<file path="src/rtl/uart_loader_pkg.sv">
// +----------------------------------------------------------------------+
// | uart_loader_pkg : shared types and constants for the UART loader.    |
// | Rev 1.0                                                              |
// +----------------------------------------------------------------------+
`default_nettype none

package uart_loader_pkg;

  typedef enum logic [2:0] {
    S_IDLE,
    S_HEADER,
    S_DATA,
    S_CHECK,
    S_DONE,
    S_ERROR
  } loader_state_t;

  localparam int HDR_BYTES  = 4;
  localparam int WORD_BYTES = 4;
  // One packer serves both the header and data fields.
  localparam int PACK_BYTES = (HDR_BYTES > WORD_BYTES) ? HDR_BYTES : WORD_BYTES;

  localparam logic [7:0] CSUM_INIT = 8'h00;

endpackage

`default_nettype wire

</file>
<file path="src/rtl/uart_word_packer.sv">
// +----------------------------------------------------------------------+
// | uart_word_packer : big-endian byte-to-word assembler.                |
// | Rev 1.0                                                              |
// +----------------------------------------------------------------------+
`default_nettype none

module uart_word_packer
  import uart_loader_pkg::*;
(
  input  logic        CLK,
  input  logic        RST_N,
  input  logic        clr,
  input  logic [7:0]  byte_in,
  input  logic        byte_valid,
  output logic [31:0] word_out,
  output logic        word_valid
);

  logic [1:0]  idx_q;
  logic [1:0]  idx_d;
  logic [23:0] shreg_q;
  logic [23:0] shreg_d;

  // The final byte bypasses the register so the word is usable in the same cycle.
  assign word_out   = {shreg_q, byte_in};
  assign word_valid = byte_valid && (idx_q == 2'(PACK_BYTES - 1));

  always_comb begin
    idx_d   = idx_q;
    shreg_d = shreg_q;
    if (clr) begin
      idx_d   = 2'd0;
      shreg_d = 24'd0;
    end else if (byte_valid) begin
      idx_d   = idx_q + 2'd1;
      shreg_d = {shreg_q[15:0], byte_in};
    end
  end

  always_ff @(posedge CLK) begin
    if (!RST_N) begin
      idx_q   <= 2'd0;
      shreg_q <= 24'd0;
    end else begin
      idx_q   <= idx_d;
      shreg_q <= shreg_d;
    end
  end

endmodule

`default_nettype wire

</file>
<file path="src/rtl/uart_loader.sv">
// +----------------------------------------------------------------------+
// | uart_loader : parses a framed UART image into instruction writes.    |
// | Rev 1.0                                                              |
// +----------------------------------------------------------------------+
`default_nettype none

module uart_loader
  import uart_loader_pkg::*;
#(
  parameter int ADDR_WIDTH = 15
) (
  input  logic                  CLK,
  input  logic                  RST_N,
  input  logic                  start,
  input  logic [7:0]            rx_data,
  input  logic                  rx_valid,
  output logic                  mem_we,
  output logic [ADDR_WIDTH-1:0] mem_addr,
  output logic [31:0]           mem_wdata,
  output logic                  busy,
  output logic                  done,
  output logic                  error,
  output logic                  core_rst_n
);

  localparam logic [32:0] MAX_WORDS = 33'd1 << ADDR_WIDTH;

  loader_state_t         state_q, state_d;
  logic [31:0]           count_q, count_d;
  logic [31:0]           wcnt_q, wcnt_d;
  logic [7:0]            csum_q, csum_d;
  logic [ADDR_WIDTH-1:0] addr_q, addr_d;
  logic                  we_q, we_d;
  logic [31:0]           wdata_q, wdata_d;
  logic                  busy_q, busy_d;
  logic                  done_q, done_d;
  logic                  error_q, error_d;
  logic                  crst_n_q, crst_n_d;

  logic                  pk_clr;
  logic                  pk_valid;
  logic [31:0]           pk_word;
  logic                  pk_word_valid;
  logic                  in_frame;

  assign in_frame = (state_q == S_HEADER) || (state_q == S_DATA);
  assign pk_clr   = !in_frame;
  assign pk_valid = rx_valid && in_frame;

  uart_word_packer u_packer (
    .CLK        (CLK),
    .RST_N      (RST_N),
    .clr        (pk_clr),
    .byte_in    (rx_data),
    .byte_valid (pk_valid),
    .word_out   (pk_word),
    .word_valid (pk_word_valid)
  );

  always_comb begin
    state_d = state_q;
    count_d = count_q;
    wcnt_d  = wcnt_q;
    csum_d  = csum_q;
    we_d    = 1'b0;
    wdata_d = wdata_q;
    // Address moves on the cycle after each strobe.
    addr_d  = we_q ? addr_q + 1'b1 : addr_q;

    case (state_q)
      S_IDLE, S_DONE, S_ERROR: begin
        if (start) begin
          state_d = S_HEADER;
          count_d = 32'd0;
          wcnt_d  = 32'd0;
          csum_d  = CSUM_INIT;
          addr_d  = '0;
        end
      end
      S_HEADER: begin
        if (pk_word_valid) begin
          count_d = pk_word;
          if ({1'b0, pk_word} > MAX_WORDS)
            state_d = S_ERROR;
          else if (pk_word == 32'd0)
            state_d = S_CHECK;
          else
            state_d = S_DATA;
        end
      end
      S_DATA: begin
        if (rx_valid)
          csum_d = csum_q ^ rx_data;
        if (pk_word_valid) begin
          we_d    = 1'b1;
          wdata_d = pk_word;
          wcnt_d  = wcnt_q + 32'd1;
          if (wcnt_q + 32'd1 == count_q)
            state_d = S_CHECK;
        end
      end
      S_CHECK: begin
        if (rx_valid)
          state_d = (rx_data == csum_q) ? S_DONE : S_ERROR;
      end
      default: state_d = S_IDLE;
    endcase

    busy_d   = (state_d == S_HEADER) || (state_d == S_DATA) || (state_d == S_CHECK);
    done_d   = (state_d == S_DONE);
    error_d  = (state_d == S_ERROR);
    crst_n_d = (state_d == S_DONE);
  end

  always_ff @(posedge CLK) begin
    if (!RST_N) begin
      state_q  <= S_IDLE;
      count_q  <= 32'd0;
      wcnt_q   <= 32'd0;
      csum_q   <= CSUM_INIT;
      addr_q   <= '0;
      we_q     <= 1'b0;
      wdata_q  <= 32'd0;
      busy_q   <= 1'b0;
      done_q   <= 1'b0;
      error_q  <= 1'b0;
      crst_n_q <= 1'b0;
    end else begin
      state_q  <= state_d;
      count_q  <= count_d;
      wcnt_q   <= wcnt_d;
      csum_q   <= csum_d;
      addr_q   <= addr_d;
      we_q     <= we_d;
      wdata_q  <= wdata_d;
      busy_q   <= busy_d;
      done_q   <= done_d;
      error_q  <= error_d;
      crst_n_q <= crst_n_d;
    end
  end

  assign mem_we     = we_q;
  assign mem_addr   = addr_q;
  assign mem_wdata  = wdata_q;
  assign busy       = busy_q;
  assign done       = done_q;
  assign error      = error_q;
  assign core_rst_n = crst_n_q;

endmodule

`default_nettype wire

</file>
<file path="config.mk">
export PLATFORM = sky130hd
export DESIGN_NAME = uart_loader
export DESIGN_NICKNAME = d
export VERILOG_FILES = /design/src/rtl/uart_loader_pkg.sv /design/src/rtl/uart_word_packer.sv /design/src/rtl/uart_loader.sv
export SDC_FILE = /design/constraint.sdc
export NUM_CORES = 1
export LEC_CHECK = 0
export CAP_MARGIN = 20
export CORE_MARGIN = 1.5
export CORE_UTILIZATION = 30
export DETAILED_ROUTE_END_ITERATION = 16
export GPL_ROUTABILITY_DRIVEN = 0
export GPL_TIMING_DRIVEN = 1
export SYNTH_ARGS = -nofsm -noshare
export SYNTH_HDL_FRONTEND = slang
export SYNTH_HIERARCHICAL = 1
export SYNTH_SLANG_ARGS = --single-unit
</file>
<file path="constraint.sdc">
create_clock -name CLK -period 2.9 [get_ports CLK]
set_input_delay 0.58 -clock CLK [delete_from_list [all_inputs] [get_ports CLK]]
set_output_delay 0.58 -clock CLK [all_outputs]
set_load 0.02 [all_outputs]
</file>
==> impl_metrics.env, run 1 <==
export IMPL_status="complete, no violations"
export IMPL_critical_path_cell_chain="ha_1 > and3_1 > nand4_1 > o21ai_0 > nor4bb_1 > a21oi_1 > or4_1 > o31ai_1"
export IMPL_hpwl_um=13700
export IMPL_final_hold_worst_slack_ns=0.454
export IMPL_hold_path_class="flop to flop"
export IMPL_pwr_share_comb=0.044
export IMPL_cp_arrival_ns=2.89
export IMPL_die_h_um=160
export IMPL_wl_per_cell_um=15.5
export IMPL_grt_pass1_vias=6115
export IMPL_relSlewSlack=0.583
export IMPL_n_fill_cell=2579
export IMPL_cp_startpoint="wcnt_q[0]"
export IMPL_num_vias=6637
export IMPL_grt_usage=0.160
export IMPL_async_reset_ff_frac=0
export IMPL_drv_cap=0
export IMPL_grt_pass1_wl_um=33000
export IMPL_rsz0062_at_grt="false"
export IMPL_synth_avg_cell_area_sq_um=8.06
export IMPL_critPathKind="flop to flop"
export IMPL_synth_edf_count=0
export IMPL_cts_resized=0
export IMPL_nNetsFinal=988
export IMPL_worst_slew_pin_slew_ns=0.624
export IMPL_rr_startpoint="wcnt_q[0]"
export IMPL_rows=57
export IMPL_cp_end_kind="flop"
export IMPL_internal_power_mw=3.40
export IMPL_grt_max_degree=102
export IMPL_grt_ovfl_total=0
export IMPL_slew_violations=0
export IMPL_initial_core_util=0.306
export IMPL_firstDrtPassIters=5
export IMPL_drc_errors=0
export IMPL_synth_area_top_cells="dfxtp_1 (41%), a21oi_1 (8.0%), nand2_1 (7.6%), xor2_1 (4.3%), nor2_1 (4.2%)"
export IMPL_antenna_left=0
export IMPL_synthCells=920
export IMPL_finalHoldViolations=0
export IMPL_clock_sinks=152
export IMPL_path_clk_slew_ns=0.06
export IMPL_cts_buffer_depth=2
export IMPL_setup_viol=0
export IMPL_cts_max_level=4
export IMPL_io_pins=64
export IMPL_fin_util=0.371
export IMPL_area_growth_pct=21.3
export IMPL_setup_slack_ns=0.342
export IMPL_p_clk_frac=0.485
export IMPL_synth_top_area_frac=0.411
export IMPL_p_sw_frac=0.240
export IMPL_worst_path_max_fanout=7
export IMPL_seqPwrFrac=0.471
export IMPL_die_area_sq_um=25700
export IMPL_ys_ff_latch=152
export IMPL_power_density_nw_per_um2=498
export IMPL_design_core_area_sq_um=24200
export IMPL_syn_num_nets=935
export IMPL_clkLatencyLatePin_ns=0.43
export IMPL_period_needed_ns=2.56
export IMPL_clock_skew_ns=0.00817
export IMPL_dp_slack_ns=0.188
export IMPL_final_common_cell="dfxtp_1"
export IMPL_diodes=0
export IMPL_final_area_sq_um=8990
export IMPL_crit_slowest_cell="or4_1"
export IMPL_antenna_found_initial=0
export IMPL_yosysWarnings=6
export IMPL_placed_area_sq_um=8410
export IMPL_cts_root_buf="clkbuf_16"
export IMPL_final_cell_mix="dfxtp_1 (152), nand2_1 (150), a21oi_1 (118), nor2_1 (81), clkdlybuf4s50_1 (63)"
export IMPL_synth_flop_cell="dfxtp_1"
export IMPL_yosysSeqAreaShare=0.411
export IMPL_yosysUniqueCellTypes=67
export IMPL_max_freq_mhz=391
export IMPL_min_delay_start="mem_wdata[28]"
export IMPL_synth_top_cell_by_area="dfxtp_1"
export IMPL_cts_hold_fix_buffers=0
export IMPL_p_sw_mw=1.07
export IMPL_cts_setup_buffers=0
export IMPL_p_leak_nw=3.11
export IMPL_fin_crit_sh=0.882
export IMPL_drtIter0Drc=531
export IMPL_wirelength_um=20300
export IMPL_netlist_area_sq_um=7410
export IMPL_required_ns=3.23
export IMPL_vdd_drop_max_mv=0.385
export IMPL_tns_ns=0
export IMPL_cts_tree="built"
export IMPL_die_x_um=160
export IMPL_slowest_delay_ns=0.52
export IMPL_routed_via_density=5.07
export IMPL_drive_gt1_frac=0.0984
export IMPL_numPortBuffers=63
export IMPL_startpoint_type="flop"
export IMPL_numCtsBuffers=17
## final cells by class
type,count,area [sq um],area share
clock buffer,20,457,0.0508
clock inverter,12,118,0.0131
inverter,7,26.3,0.00292
multi-input combinational,696,4000,0.445
sequential,152,3040,0.339
tap,324,405,0.0451
timing repair buffer,99,938,0.104
## flip-flops by register name (all words and copies together) (netlist names)
name              cells
count_q              32
error                 1
mem_wdata            32
busy                  1
mem_addr             15
core_rst_n            1
state_q               3
u_packer/shreg_q     24
csum_q                8
u_packer/idx_q        2
mem_we                1
wcnt_q               32
## routing by layer
metal | global-route usage | vias to the layer above | share of wire
met5 | 0 | - | 0
met4 | 0.0497 | 0 | 0.018
met3 | 0.0330 | 24 | 0.046
met2 | 0.243 | 174 | 0.44
met1 | 0.225 | 3129 | 0.49
li1 | - | 3310 | -
## path summary, 6_finish.rpt
| path | to | slack (ns) | cells past startpoint |
|---|---|---|---|
| worst max register to register | state_q[0] | 0.34 | 8 |
| worst min-delay path | mem_wdata[28] | 0.45 | 2 |
| worst min register to register | mem_wdata[28] | 0.45 | 2 |
| worst max-delay path | state_q[0] | 0.34 | 8 |
## per-stage QoR
stage	cells	power [mW]
2_1_floorplan	920	2.28
3_3_place_gp	1278	2.35
3_5_place_dp	1278	2.35
4_1_cts	1310	4.52
5_1_grt	1310	4.61
6_report	1310	4.47
## cells by family (layout without fill, tap and decap cells)
group,Yosys count,count (layout),synth area share
compound gates,188,188,0.142
flops,152,152,0.411
fa+ha+maj,3,3,0.00506
buf+inv,72,138,0.0508
xor+xnor,63,63,0.0744
simple gates,414,414,0.279
mux,28,28,0.0380
## power by group through the flow
| stage | Clock [mW] | Combinational, mW | Sequential (mW) |
|---|---|---|---|
| 3_3_place_gp | 0 | 0.197 | 2.15 |
| 2_1_floorplan | 0 | 0.131 | 2.15 |
| 6_report | 2.17 | 0.198 | 2.10 |
| 3_5_place_dp | 0 | 0.197 | 2.15 |
| 4_1_cts | 2.22 | 0.198 | 2.10 |
| 5_1_grt | 2.30 | 0.215 | 2.10 |
## synthesized netlist by cell type (8+ instances only)
cell type,instances
nor4_1,14
nand3b_1,8
buf_4,10
nor2_1,82
dfxtp_1,152
nand2_1,151
nand3_1,53
or3_1,10
nor3_1,17
and3_1,8
nand4_1,19
xor2_1,36
clkbuf_1,35
mux2i_1,27
xnor2_1,27
a21oi_1,118
o21ai_0,39
## worst max-delay path, delay by kind of cell, from the launching register on
family | cells | cell delay [ns]
flops | 1 | 0.44
compound gates | 3 | 0.50
fa+ha+maj | 1 | 0.29
simple gates | 4 | 1.22
No activity file was read; power rests on OpenSTA's default activity.
==> run 2, diff against run 1 <==
--- a/config.mk
+++ b/config.mk
@@ -11,6 +11,7 @@
 export DETAILED_ROUTE_END_ITERATION = 16
 export GPL_ROUTABILITY_DRIVEN = 0
 export GPL_TIMING_DRIVEN = 1
+export SETUP_SLACK_MARGIN = 0.05
 export SYNTH_ARGS = -nofsm -noshare
 export SYNTH_HDL_FRONTEND = slang
 export SYNTH_HIERARCHICAL = 1
==> results of run 2 <==
Final layout, timing and power as in run 1 (identical DEF).
==> run 3, diff against run 2 <==
--- a/config.mk
+++ b/config.mk
@@ -12,6 +12,7 @@
 export GPL_ROUTABILITY_DRIVEN = 0
 export GPL_TIMING_DRIVEN = 1
 export SETUP_SLACK_MARGIN = 0.05
+export SLEW_MARGIN = 20
 export SYNTH_ARGS = -nofsm -noshare
 export SYNTH_HDL_FRONTEND = slang
 export SYNTH_HIERARCHICAL = 1
==> results of run 3 <==
Final layout, timing and power as in run 1 (identical DEF).
